### config.mk
export PLATFORM = sky130hd
export DESIGN_NAME = seven_segment_reader
export DESIGN_NICKNAME = d
export VERILOG_FILES = /design/src/rtl/seven_segment_pkg.sv /design/src/rtl/seven_segment_glyph_decoder.sv /design/src/rtl/seven_segment_reader.sv
export SDC_FILE = /design/constraint.sdc
export NUM_CORES = 1
export LEC_CHECK = 0
export CAP_MARGIN = 40
export CORE_MARGIN = 1
export CORE_UTILIZATION = 50
export DETAILED_ROUTE_END_ITERATION = 7
export PLACE_DENSITY = 0.68
export SETUP_SLACK_MARGIN = 0.3
export SLEW_MARGIN = 20
export SYNTH_ARGS = -nofsm -noshare
export SYNTH_HDL_FRONTEND = slang
export SYNTH_SLANG_ARGS = --single-unit
### constraint.sdc
create_clock -name clk -period 8.36 [get_ports clk]
set_clock_uncertainty 0.2 [all_clocks]
set_input_delay 2.508 -clock clk [delete_from_list [all_inputs] [get_ports clk]]
set_output_delay 2.508 -clock clk [all_outputs]
set_load 0.01 [all_outputs]
### src/rtl/seven_segment_pkg.sv
// Shared seven-segment definitions: glyph table, segment bit positions and
// anode helpers, common to the bus reader and the display driver.
package seven_segment_pkg;

  localparam int NUM_DIGITS = 4;

  localparam int SEG_A  = 0;
  localparam int SEG_B  = 1;
  localparam int SEG_C  = 2;
  localparam int SEG_D  = 3;
  localparam int SEG_E  = 4;
  localparam int SEG_F  = 5;
  localparam int SEG_G  = 6;
  localparam int SEG_DP = 7;

  // Active-high gfedcba patterns, indexed by the hex value they display.
  localparam logic [6:0] GLYPHS [16] = '{
    7'h3F, 7'h06, 7'h5B, 7'h4F, 7'h66, 7'h6D, 7'h7D, 7'h07,
    7'h7F, 7'h6F, 7'h77, 7'h7C, 7'h39, 7'h5E, 7'h79, 7'h71
  };

  function automatic logic [2:0] count_low(input logic [NUM_DIGITS-1:0] an);
    logic [2:0] n;
    n = 3'd0;
    for (int i = 0; i < NUM_DIGITS; i++) begin
      n = n + {2'b00, ~an[i]};
    end
    return n;
  endfunction

  function automatic logic [1:0] low_index(input logic [NUM_DIGITS-1:0] an);
    logic [1:0] idx;
    case (an)
      4'b1110: idx = 2'd0;
      4'b1101: idx = 2'd1;
      4'b1011: idx = 2'd2;
      4'b0111: idx = 2'd3;
      default: idx = 2'd0;
    endcase
    return idx;
  endfunction

endpackage

### src/rtl/seven_segment_glyph_decoder.sv
// Combinational glyph lookup: active-high gfedcba segments to hex value,
// with separate flags for a table hit and an all-dark (blank) pattern.
module seven_segment_glyph_decoder
  import seven_segment_pkg::*;
(
  input  logic [6:0] segs,
  output logic       hit,
  output logic       blank,
  output logic [3:0] value
);

  // Table entries are unique, so at most one match contributes a value.
  always_comb begin
    hit   = 1'b0;
    value = 4'h0;
    for (int i = 0; i < 16; i++) begin
      hit   = hit | (segs == GLYPHS[i]);
      value = (segs == GLYPHS[i]) ? 4'(i) : value;
    end
    blank = (segs == 7'h00);
  end

endmodule

### src/rtl/seven_segment_reader.sv
// Observer for a multiplexed 4-digit active-low seven-segment bus: recovers
// per-digit hex values and decimal points, flags bad glyphs/anodes, ages out stale digits.
module seven_segment_reader
  import seven_segment_pkg::*;
#(
  parameter int STABLE_CYCLES  = 4,
  parameter int TIMEOUT_CYCLES = 1048576,
  parameter int CNT_W          = 21
) (
  input  logic        clk,
  input  logic        reset,
  input  logic [3:0]  anodes,
  input  logic [7:0]  cathodes,
  output logic [15:0] values,
  output logic [3:0]  dps,
  output logic [3:0]  valid,
  output logic        frame_done,
  output logic        glyph_error,
  output logic        anode_error
);

  localparam logic [CNT_W-1:0] DWELL_AT = CNT_W'(STABLE_CYCLES - 1);
  localparam logic [CNT_W-1:0] TMO_AT   = CNT_W'(TIMEOUT_CYCLES);
  localparam logic [CNT_W-1:0] CNT_MAX  = {CNT_W{1'b1}};
  localparam logic [CNT_W-1:0] CNT_ONE  = CNT_W'(1);
  localparam logic [CNT_W-1:0] CNT_ZERO = {CNT_W{1'b0}};
  // Synchroniser idles at "all anodes off" so reset never looks like a lit digit.
  localparam logic [11:0]      IDLE_BUS = 12'hFFF;

  logic [11:0]                      sync1_q, sync1_d, sync2_q, sync2_d, prev_q, prev_d;
  logic [CNT_W-1:0]                 stab_q, stab_d;
  logic [NUM_DIGITS-1:0][CNT_W-1:0] tmo_q, tmo_d;
  logic [15:0]                      values_q, values_d;
  logic [3:0]                       dps_q, dps_d, valid_q, valid_d, captured_q, captured_d;
  logic                             frame_done_q, frame_done_d;
  logic                             glyph_error_q, glyph_error_d;
  logic                             anode_error_q, anode_error_d;

  logic [3:0] an_s;
  logic [6:0] segs_s;
  logic       dp_lit_s;
  logic       dwell_s;
  logic [2:0] nlow_s;
  logic [1:0] dig_s;
  logic       hit_s, blank_s;
  logic [3:0] glyph_val_s;
  logic [3:0] mark_s;

  seven_segment_glyph_decoder u_decoder (
    .segs  (segs_s),
    .hit   (hit_s),
    .blank (blank_s),
    .value (glyph_val_s)
  );

  // Input path and stability counter; dwell_s fires once per stable run.
  always_comb begin
    sync1_d  = {anodes, cathodes};
    sync2_d  = sync1_q;
    prev_d   = sync2_q;
    an_s     = sync2_q[11:8];
    segs_s   = ~sync2_q[SEG_G:SEG_A];
    dp_lit_s = ~sync2_q[SEG_DP];
    nlow_s   = count_low(an_s);
    dig_s    = low_index(an_s);
    if (sync2_q != prev_q) begin
      stab_d = CNT_ZERO;
    end else if (stab_q == CNT_MAX) begin
      stab_d = stab_q;
    end else begin
      stab_d = stab_q + CNT_ONE;
    end
    dwell_s = (stab_d == DWELL_AT);
  end

  // Digit state update; captures are applied after timeouts so they win.
  always_comb begin
    values_d      = values_q;
    dps_d         = dps_q;
    valid_d       = valid_q;
    tmo_d         = tmo_q;
    mark_s        = 4'b0000;
    glyph_error_d = 1'b0;
    anode_error_d = 1'b0;

    for (int d = 0; d < NUM_DIGITS; d++) begin
      if (tmo_q[d] == TMO_AT) begin
        tmo_d[d] = tmo_q[d];
      end else begin
        tmo_d[d] = tmo_q[d] + CNT_ONE;
        if (tmo_d[d] == TMO_AT) begin
          valid_d[d] = 1'b0;
        end else begin
          valid_d[d] = valid_q[d];
        end
      end
    end

    if (dwell_s) begin
      case (nlow_s)
        3'd0: mark_s = 4'b0000;
        3'd1: begin
          if (hit_s) begin
            values_d[{dig_s, 2'b00} +: 4] = glyph_val_s;
            dps_d[dig_s]   = dp_lit_s;
            valid_d[dig_s] = 1'b1;
            mark_s[dig_s]  = 1'b1;
            tmo_d[dig_s]   = CNT_ZERO;
          end else if (blank_s) begin
            valid_d[dig_s] = 1'b0;
            mark_s[dig_s]  = 1'b1;
            tmo_d[dig_s]   = CNT_ZERO;
          end else begin
            glyph_error_d  = 1'b1;
            valid_d[dig_s] = 1'b0;
          end
        end
        default: anode_error_d = 1'b1;
      endcase
    end else begin
      anode_error_d = 1'b0;
    end

    // A full set is reported one cycle late; captures in that cycle start the next frame.
    if (captured_q == 4'b1111) begin
      frame_done_d = 1'b1;
      captured_d   = mark_s;
    end else begin
      frame_done_d = 1'b0;
      captured_d   = captured_q | mark_s;
    end
  end

  // State registers.
  always_ff @(posedge clk or posedge reset) begin
    if (reset) begin
      sync1_q       <= IDLE_BUS;
      sync2_q       <= IDLE_BUS;
      prev_q        <= IDLE_BUS;
      stab_q        <= CNT_ZERO;
      tmo_q         <= {NUM_DIGITS{CNT_ZERO}};
      values_q      <= 16'h0000;
      dps_q         <= 4'h0;
      valid_q       <= 4'h0;
      captured_q    <= 4'h0;
      frame_done_q  <= 1'b0;
      glyph_error_q <= 1'b0;
      anode_error_q <= 1'b0;
    end else begin
      sync1_q       <= sync1_d;
      sync2_q       <= sync2_d;
      prev_q        <= prev_d;
      stab_q        <= stab_d;
      tmo_q         <= tmo_d;
      values_q      <= values_d;
      dps_q         <= dps_d;
      valid_q       <= valid_d;
      captured_q    <= captured_d;
      frame_done_q  <= frame_done_d;
      glyph_error_q <= glyph_error_d;
      anode_error_q <= anode_error_d;
    end
  end

  assign values      = values_q;
  assign dps         = dps_q;
  assign valid       = valid_q;
  assign frame_done  = frame_done_q;
  assign glyph_error = glyph_error_q;
  assign anode_error = anode_error_q;

endmodule
# == Word level (Yosys, flattened, before mapping) ==
# Cells that the tools add are included.
# totals
regBits,172
inputBits,14
out_inout_bits,27
word_cells,147
# classes
addsub,9
n_lt_le_gt_ge,2
eq_ne,32
shift,2
muxes,55
bitwise,27
reduce_logical,5
# op_table
cell,count
84-bit two-way mux,4
21-bit == test (second input constant),9
21-bit two-way mux,7
21-bit by 1-bit adder with 21-bit output (second input constant),5
4-bit two-way mux,22
84-bit bitwise AND,1
7-bit == test (second input constant),12
84-bit inverter,1
21-bit demux with 2-bit select,1
21-bit by 2-bit == test with 1-bit output (second input constant),1
1-bit two-way mux,17
16-bit bitwise mux,1
4-bit by 6-bit variable shift with 16-bit output (first input constant),1
4-bit by 6-bit variable part select with 16-bit output,1
1-bit bitwise OR,15
7-bit by 3-bit == test with 1-bit output (second input constant),2
7-bit by 6-bit == test with 1-bit output (second input constant),2
4-bit == test (second input constant),3
12-bit != test,1
4-bit bitwise OR,2
7-bit logical NOT,1
7-bit inverter,1
4-bit negation with 6-bit output,1
2-bit one-hot mux with 3 select lines,1
16 further kinds,20

# == Logic depth before layout (Yosys ltp) ==
# Gate-level depths: netlist (run 1).
# logic_depth
word_depth,22
depth_mapped,12
ltp_nobuf,10

# == By module ==
# Synthesis (run 1) repeated with hierarchy kept, for this count alone.
# unflattened
cells_unflattened,977
area_unflattened_um2,9472.8
# by_module_without_submodules
mod,n_inst,cells_per_inst,area_per_inst_um2,seq_area_each_um2
seven_segment_reader,1,922,9108.7,4349.2
seven_segment_glyph_decoder,1,55,364.1,0.0

# == Worst setup path after synthesis (run 1) ==
# OpenSTA, ideal clock, no wires.
# synth_path
kind,register to register
startpoint,register stab_q[0]
endpoint,register tmo_q[16] (netlist bit)
setup_ns,0.121
arrival_ns,3.167
required_ns,8.039
setup_slack_ns,4.872
path_stages_with_launch,13
n_path_buf,4
synth_period_minus_slack_ns,3.488
cell_sequence,dfrtp_1 -> ha_1 -> clkbuf_2 -> nand3_1 -> or2_1 -> buf_6 -> o31a_1 -> or4_4 -> or3_4 -> buf_6 -> nor4_4 -> buf_6 -> nor2_1
# synth_rtl
element,line,rtl
"start, declared",seven_segment_reader.sv:31,"logic [CNT_W-1:0] stab_q, stab_d;"
"start signal, assigned",seven_segment_reader.sv:153,stab_q <= stab_d;
"end signal, assigned",seven_segment_reader.sv:141,tmo_q <= {NUM_DIGITS{CNT_ZERO}};
"end signal, assigned",seven_segment_reader.sv:154,tmo_q <= tmo_d;
"end, declared",seven_segment_reader.sv:32,"logic [NUM_DIGITS-1:0][CNT_W-1:0] tmo_q, tmo_d;"

==> key figures, run 1 <==
Detailed routing
  • Starting DRT DRC Count: between 400 and 500
  • Final WL: between 15 and 20 mm
  • Routed Antenna Nets: 0
  • Via Count: between 7,000 and 8,000
  • Wirelength per Cell: 14.88 µm
  • DRC errors left: 0
  • TritonRoute pass-1 iters: 5
  • Vias per std cell: 5.613

Critical path
  • Crit path required time: approximately 8500 ps
  • Crit Path Class: flop to flop
  • Setup slack, reg-to-reg: 4220 ps
  • R2r worst-path depth: 9
  • CP Capture Type: flop
  • RR Startpoint: stab_q[0]
  • Startpoint types: flop
  • Setup crit start: stab_q[0]
  • Worst endpoint data arrival time: 4270 ps
  • R2r endpoint: tmo_q[58]
  • Worst Path Max Fanout: 12

Clock tree
  • Clk root buf: clkbuf_16
  • Clk sinks: around 170
  • Worst-skew pair later-pin latency: 440 ps
  • Longest Clk Path Bufs: 2
  • TritonCTS clock tree: built
  • Post_cts resized: 0
  • CTS Hold Buffers Added: 0
  • Post-CTS setup buffers: 0
  • Clock-pin slew on the worst setup and hold paths: 70 ps
  • CTS buffer count: 17
  • H-tree depth: 4

STA
  • Setup TNS: 0 ps
  • Clock period minus worst slack: 4140 ps
  • Max Slew Vio Count: 0
  • Unrepaired setup endpoints after global routing: no
  • Worst-Margin Slew: approximately 860 ps
  • Setup violations, final: 0
  • Max_slew headroom: a little over two fifths
  • Final hold vios: 0
  • Fin crit share: between 40% and 50%
  • F_max: roughly 240 MHz

Power
  • Leakage Power: between 4 and 5 nW
  • Part of the power in the clock network: 45.6%
  • Net Switching: around 0.42 mW
  • Internal power: ~1.3 mW
  • Share of power burned in registers: 51.0%
  • Worst VDD drop: roughly 0.13 mV
  • Comb pwr share: 3.4%
  • PD cells: 153.5 mW/mm²
  • Sw Share: between 20% and 30%

Global routing
  • Largest net degree at the start of global routing: ~80
  • GRT Overall Usage: a little over a fifth
  • Initial antenna violation count: 0
  • Global-route wire length before repair: about 34 mm
  • Grt ovf: 0
  • Vias in the first global route: slightly above 7,000

Synth
  • Post-synthesis register bit count: around 170
  • Ys flop type: dfrtp_1
  • Synthesized instance count: ~1,000
  • Seq/Total Area, Yosys: about 45%
  • Syn avg cell area: 9.379 µm²
  • Synthesis Warnings: 0
  • Post-synthesis instance area: about 0.0098 mm²
  • Async SR Flop Fraction: 100.0%
  • EDFF count, synth: 0
  • Yosys cell types: 69
  • Synthesized net count: about 1,100

Die
  • FP Rows: 50
  • Die area: roughly 0.02 mm²
  • Initial Util: roughly half
  • Die H: ~140 µm
  • Ports: 41
  • Core area: approximately 0.019 mm²
  • Die width: about 140 µm

Finish
  • Final core occ: 58.06%
  • Final cell count without fillers: around 1,300
  • Final instance area: about 0.011 mm²
  • Area Overhead vs Synth: 12.35%
  • Ant diodes: 0
  • Nets: roughly 1,100
  • Commonest cells after routing, fill and taps aside: nor2_1, dfrtp_1, nand2_1, xor2_1, xnor2_1
  • Layout cell share with drive strength beyond 1: a little under a tenth
  • Commonest non-fill, non-tap cell in the layout: nor2_1

Hold path
  • Hold Crit Depth: 0
  • Hold Crit Class: flop to flop
  • Hold path endpoint: prev_d[10]
  • HP Start: sync1_q[10]

Placement
  • GP Congestion: approximately 0.86
  • Placed inst area: 0.01033 mm²
  • Placed insts: between 1,000 and 1,500
  • I/O Buffers: 40
  • Final HPWL DP: between 10 and 15 mm

Outcome
  • Status: complete, no violations

Run
  • MaxCap Viol Count: 0
-- cell type report --
type                            count  area, µm²
Fill cell                        1639       7924
Multi-Input combinational cell    766       4975
Sequential cell                   172       4349
Timing Repair Buffer               54      564.3
Clock buffer                       17      425.4
Tap cell                          260      325.3
Inverter                           48      185.2
Clock inverter                     15      145.1
-- cell families (layout without fill, tap and decap cells) --
| logic type | count (synthesis) | in the layout | share of synthesized area, % |
|---|---|---|---|
| fa+ha+maj | 22 | 22 | 2.896 |
| compound gates | 113 | 113 | 7.856 |
| buf+inv | 103 | 134 | 4.588 |
| mux | 38 | 38 | 3.922 |
| flops | 172 | 172 | 44.55 |
| xor+xnor | 111 | 111 | 9.958 |
| simple gates | 482 | 482 | 26.23 |
-- power groups by stage --
stage / Clock [mW] / Combinational, mW / Sequential, mW
4_1_cts: 0.784 / 0.0576 / 0.859
3_5_place_dp: 0 / 0.0572 / 0.874
5_1_grt: 0.820 / 0.0669 / 0.860
6_report: 0.767 / 0.0575 / 0.859
2_1_floorplan: 0 / 0.0411 / 0.868
3_3_place_gp: 0 / 0.0548 / 0.874
-- registers in the layout, indices dropped and copies added, names as in the netlist --
name / cells
tmo_q: 84
values: 16
prev_d: 12
frame_done: 1
prev_q: 12
glyph_error: 1
stab_q: 21
sync1_q: 12
captured_q: 4
anode_error: 1
valid: 4
dps: 4
-- metrics by stage --
step	hold slack [ps]	setup slack (ps)	total power, mW
floorplan	145.2	1051	0.9091
global placement	145.7	3525	0.9288
detailed placement	146.8	3661	0.9314
CTS	157.1	4120	1.701
global route	158.8	3960	1.747
finish	155.8	4220	1.684
-- worst max-delay path by stage --
| stage | slack (ps) | endpoint | depth (start not counted) |
|---|---|---|---|
| after floorplan | 1050 | anode_error | 1 |
| after global placement | 3520 | tmo_q[39] | 3 |
| after CTS | 4120 | tmo_q[11] | 4 |
| final | 4220 | tmo_q[58] | 9 |
| after global routing | 3960 | tmo_q[74] | 9 |
| after detailed placement | 3660 | tmo_q[40] | 4 |
-- per-layer routing --
| layer | vias up | track usage (%) | share of wire, % |
|---|---|---|---|
| li1 | 3697 | - | - |
| met1 | 3603 | 28.99 | 48 |
| met2 | 146 | 34.15 | 47 |
| met3 | 30 | 4.084 | 3.2 |
| met4 | 0 | 6.904 | 1.6 |
| met5 | - | 0 | 0 |
-- worst max-delay path, cell delays in order, from the launching register on --
cell,delay [ps]
dfrtp_1,460
ha_1,380
nand3_1,190
or2_1,370
o31a_1,350
or4_4,530
or3_4,540
nor4_4,690
buf_6,240
nor2_1,60
-- cell usage after synthesis, drive strengths merged (5+ instances only) --
cell type	n	area share, %
xnor2	51	4.6
a31oi	8	0.51
or4	6	0.50
buf	17	1.3
nand4	37	2.4
nor2	145	5.6
nand2b	5	0.32
inv	48	1.8
mux2i	36	3.7
o211ai	9	0.69
xor2	60	5.4
nand2	79	3.0
or3	12	0.82
o31ai	8	0.62
o21ai	24	1.2
nor4	42	3.9
nand3	47	2.4
dfstp	36	9.7
clkbuf	38	1.5
and4	11	0.99
ha	21	2.7
nor3	40	2.1
a211oi	7	0.54
a21o	5	0.38
dfrtp	136	35
nor3b	6	0.46
a21oi	21	1.1
and3	25	1.6
Note: power is estimated with default switching activity, not from simulation.
==> run 2, diff against run 1 <==
clock period = 3.95 ns   (was 8.36 ns; I/O delays follow)
==> key figures, run 2 (synthesis results as in run 1) <==
Critical path
  • Worst endpoint data arrival time: 3600 ps (-670 ps)
  • Setup crit start: stab_q[11]
  • RR Startpoint: stab_q[11]
  • Crit path required time: 4070 ps (-4420 ps)
  • Buf+Inv Stages, Crit Path: 1 (unchanged)
  • CP Capture Type: flop
  • Startpoint types: flop
  • CP peak stage delay: 570 ps (-120 ps)
  • Worst Path Max Fanout: 22 (+10)
  • Crit Path Class: flop to flop
  • Critical path's slowest cell: nor4_2
  • CP Cell Sequence: nand4_1 -> nor4_2 -> nor4_1 -> or4_4 -> or3_4 -> nor4_4 -> buf_6 -> nor2_1
  • Family with the most delay on the worst path: simple AND/OR/NAND/NOR gates

Power
  • Net Switching: 0.9232 mW (+120%)
  • Share of power burned in registers: 50.2% (-0.8 points)
  • PD cells: 327.7 mW/mm² (+110%)
  • Leakage Power: 4.398 nW (+0.54%)
  • Worst VDD drop: 0.2632 mV (+110%)
  • Sw Share: 25.52% (+0.68 points)
  • Comb pwr share: 3.4% (about the same)
  • Part of the power in the clock network: 46.4% (+0.8 points)
  • Internal power: 2.695 mW (+110%)

Finish
  • Commonest cells after routing, fill and taps aside: nor2_1, dfrtp_1, nand2_1, xor2_1, xnor2_1
  • Area Overhead vs Synth: 13.10%
  • Layout cell share with drive strength beyond 1: 10.67% (+1.2 points)
  • Max FFs per register: 84 (unchanged)
  • Nets: 1,101 (+0.55%)
  • Top reg by flops: tmo_q
  • Ant diodes: 0 (unchanged)
  • Commonest non-fill, non-tap cell in the layout: nor2_1

Detailed routing
  • Final WL: 20.36 mm (+2.7%)
  • Wirelength per Cell: 15.22 µm (+2.3%)
  • Via Count: 7,425 (-0.68%)
  • Vias per std cell: 5.549 (-1.1%)
  • DRC errors left: 0 (unchanged)
  • Starting DRT DRC Count: 464 (+7.7%)
  • Routed Antenna Nets: 0 (unchanged)
  • TritonRoute pass-1 iters: 5 (unchanged)

Die
  • Initial Util: 51.68% (unchanged)
  • Die area: 0.02009 mm² (unchanged)
  • Die width: 141.7 µm (unchanged)
  • Die H: 141.7 µm (unchanged)
  • Ports: 41 (unchanged)
  • FP Rows: 50 (unchanged)
  • Core area: 0.01889 mm² (unchanged)

STA
  • Fin crit share: 88.17% (+39 points)
  • Clock period minus worst slack: 3483 ps (-657.6 ps)
  • F_max: 287.1 MHz (+19%)
  • Setup violations, final: 0 (unchanged)
  • Max_slew headroom: 49.17% (+6.6 points)
  • Final hold vios: 0 (unchanged)
  • Hold Worst Slack: 156.5 ps (+0.7050 ps)
  • Unrepaired setup endpoints after global routing: no
  • Max Slew Vio Count: 0 (unchanged)
  • Setup TNS: 0 ps (unchanged)
  • Worst-Margin Slew: 756.7 ps (-105.1 ps)

Global routing
  • Global-route wire length before repair: 34.46 mm (+0.30%)
  • GRT Overall Usage: 21.54% (+0.26 points)
  • Largest net degree at the start of global routing: 50 (-39%)
  • Initial antenna violation count: 0 (unchanged)
  • Grt ovf: 0 (unchanged)
  • Vias in the first global route: 7,033 (-1.2%)

Clock tree
  • Post-CTS setup buffers: 0 (unchanged)
  • Worst-skew pair later-pin latency: 440 ps (about the same)
  • Clk sinks: 172 (unchanged)
  • Clock-pin slew on the worst setup and hold paths: 80 ps (about the same)
  • TritonCTS clock tree: built
  • Longest Clk Path Bufs: 2 (unchanged)
  • Clk root buf: clkbuf_16
  • CTS buffer count: 17 (unchanged)
  • H-tree depth: 4 (unchanged)

Placement
  • I/O Buffers: 40 (unchanged)
  • GP Congestion: 0.8588 (-0.16%)
  • Final HPWL DP: 13.99 mm (+1.9%)

Hold path
  • HP Start: sync1_q[4]
  • Hold Crit Class: flop to flop

Run
  • MaxCap Viol Count: 0 (unchanged)

Outcome
  • Status: complete, no violations
-- run 2: changes by cell type in the layout (fill, tap and decap cells not counted), sizes merged --
cell	before	now
inv	58	55
dlymetal6s2s	1	0
clkbuf	19	17
buf	11	20
clkinv	5	7
clkinvlp	0	1
-- run 2: layout make-up --
cell class,count,area (µm²)
multi-input cells,766,4992
inverters,48,183.9
fillers,1674,7851
clock inverters,15,173.9
well taps,260,325.3
repair buffers,60,590.6
flip-flops and latches,172,4350
clock buffers,17,425.4
-- run 2: path summary, 6_finish.rpt --
check | end | slack, ps | cells after the start
max | tmo_q[15] | 470 | 8
min | prev_d[4] | 160 | 0
max reg2reg | tmo_q[15] | 470 | 8
min reg2reg | prev_d[4] | 160 | 0
max in group asynchronous | tmo_q[2] | 1930 | 3
min in group asynchronous | tmo_q[79] | 920 | 2
-- run 2: repair_timing --
action,in CTS,in global routing
resized for setup,3,7
pin swaps,0,4
hold buffers,0,0
endpoints found under the setup margin,106,108
-- run 2: per-stage QoR --
stage                     setup slack, ps  cells  utilization (%)  total power, mW  area, µm²
after global placement              340.8   1306            55.09            1.972      10410
final                               467.4   1338            58.44            3.618      11040
after detailed placement            222.0   1306            55.09            1.976      10410
after global routing                326.8   1338            58.44            3.758      11040
after floorplan                     397.7   1041                -            1.925       9767
after CTS                           300.9   1338            58.32            3.660      11020
-- run 2: power by group through the flow --
stage	clock [mW]	combinational (mW)	sequential [mW]
floorplan	0	0.0874	1.84
finish	1.68	0.122	1.82
global route	1.80	0.141	1.82
CTS	1.72	0.126	1.82
detailed placement	0	0.125	1.85
global placement	0	0.123	1.85
-- run 2: metal layers --
metal | vias to the layer above | GRT usage (%) | part of all wire (%)
li1 | 3720 | - | -
met1 | 3561 | 30.08 | 49
met2 | 118 | 33.86 | 47
met3 | 26 | 3.982 | 3.3
met4 | 0 | 6.848 | 1.5
met5 | - | 0 | 0
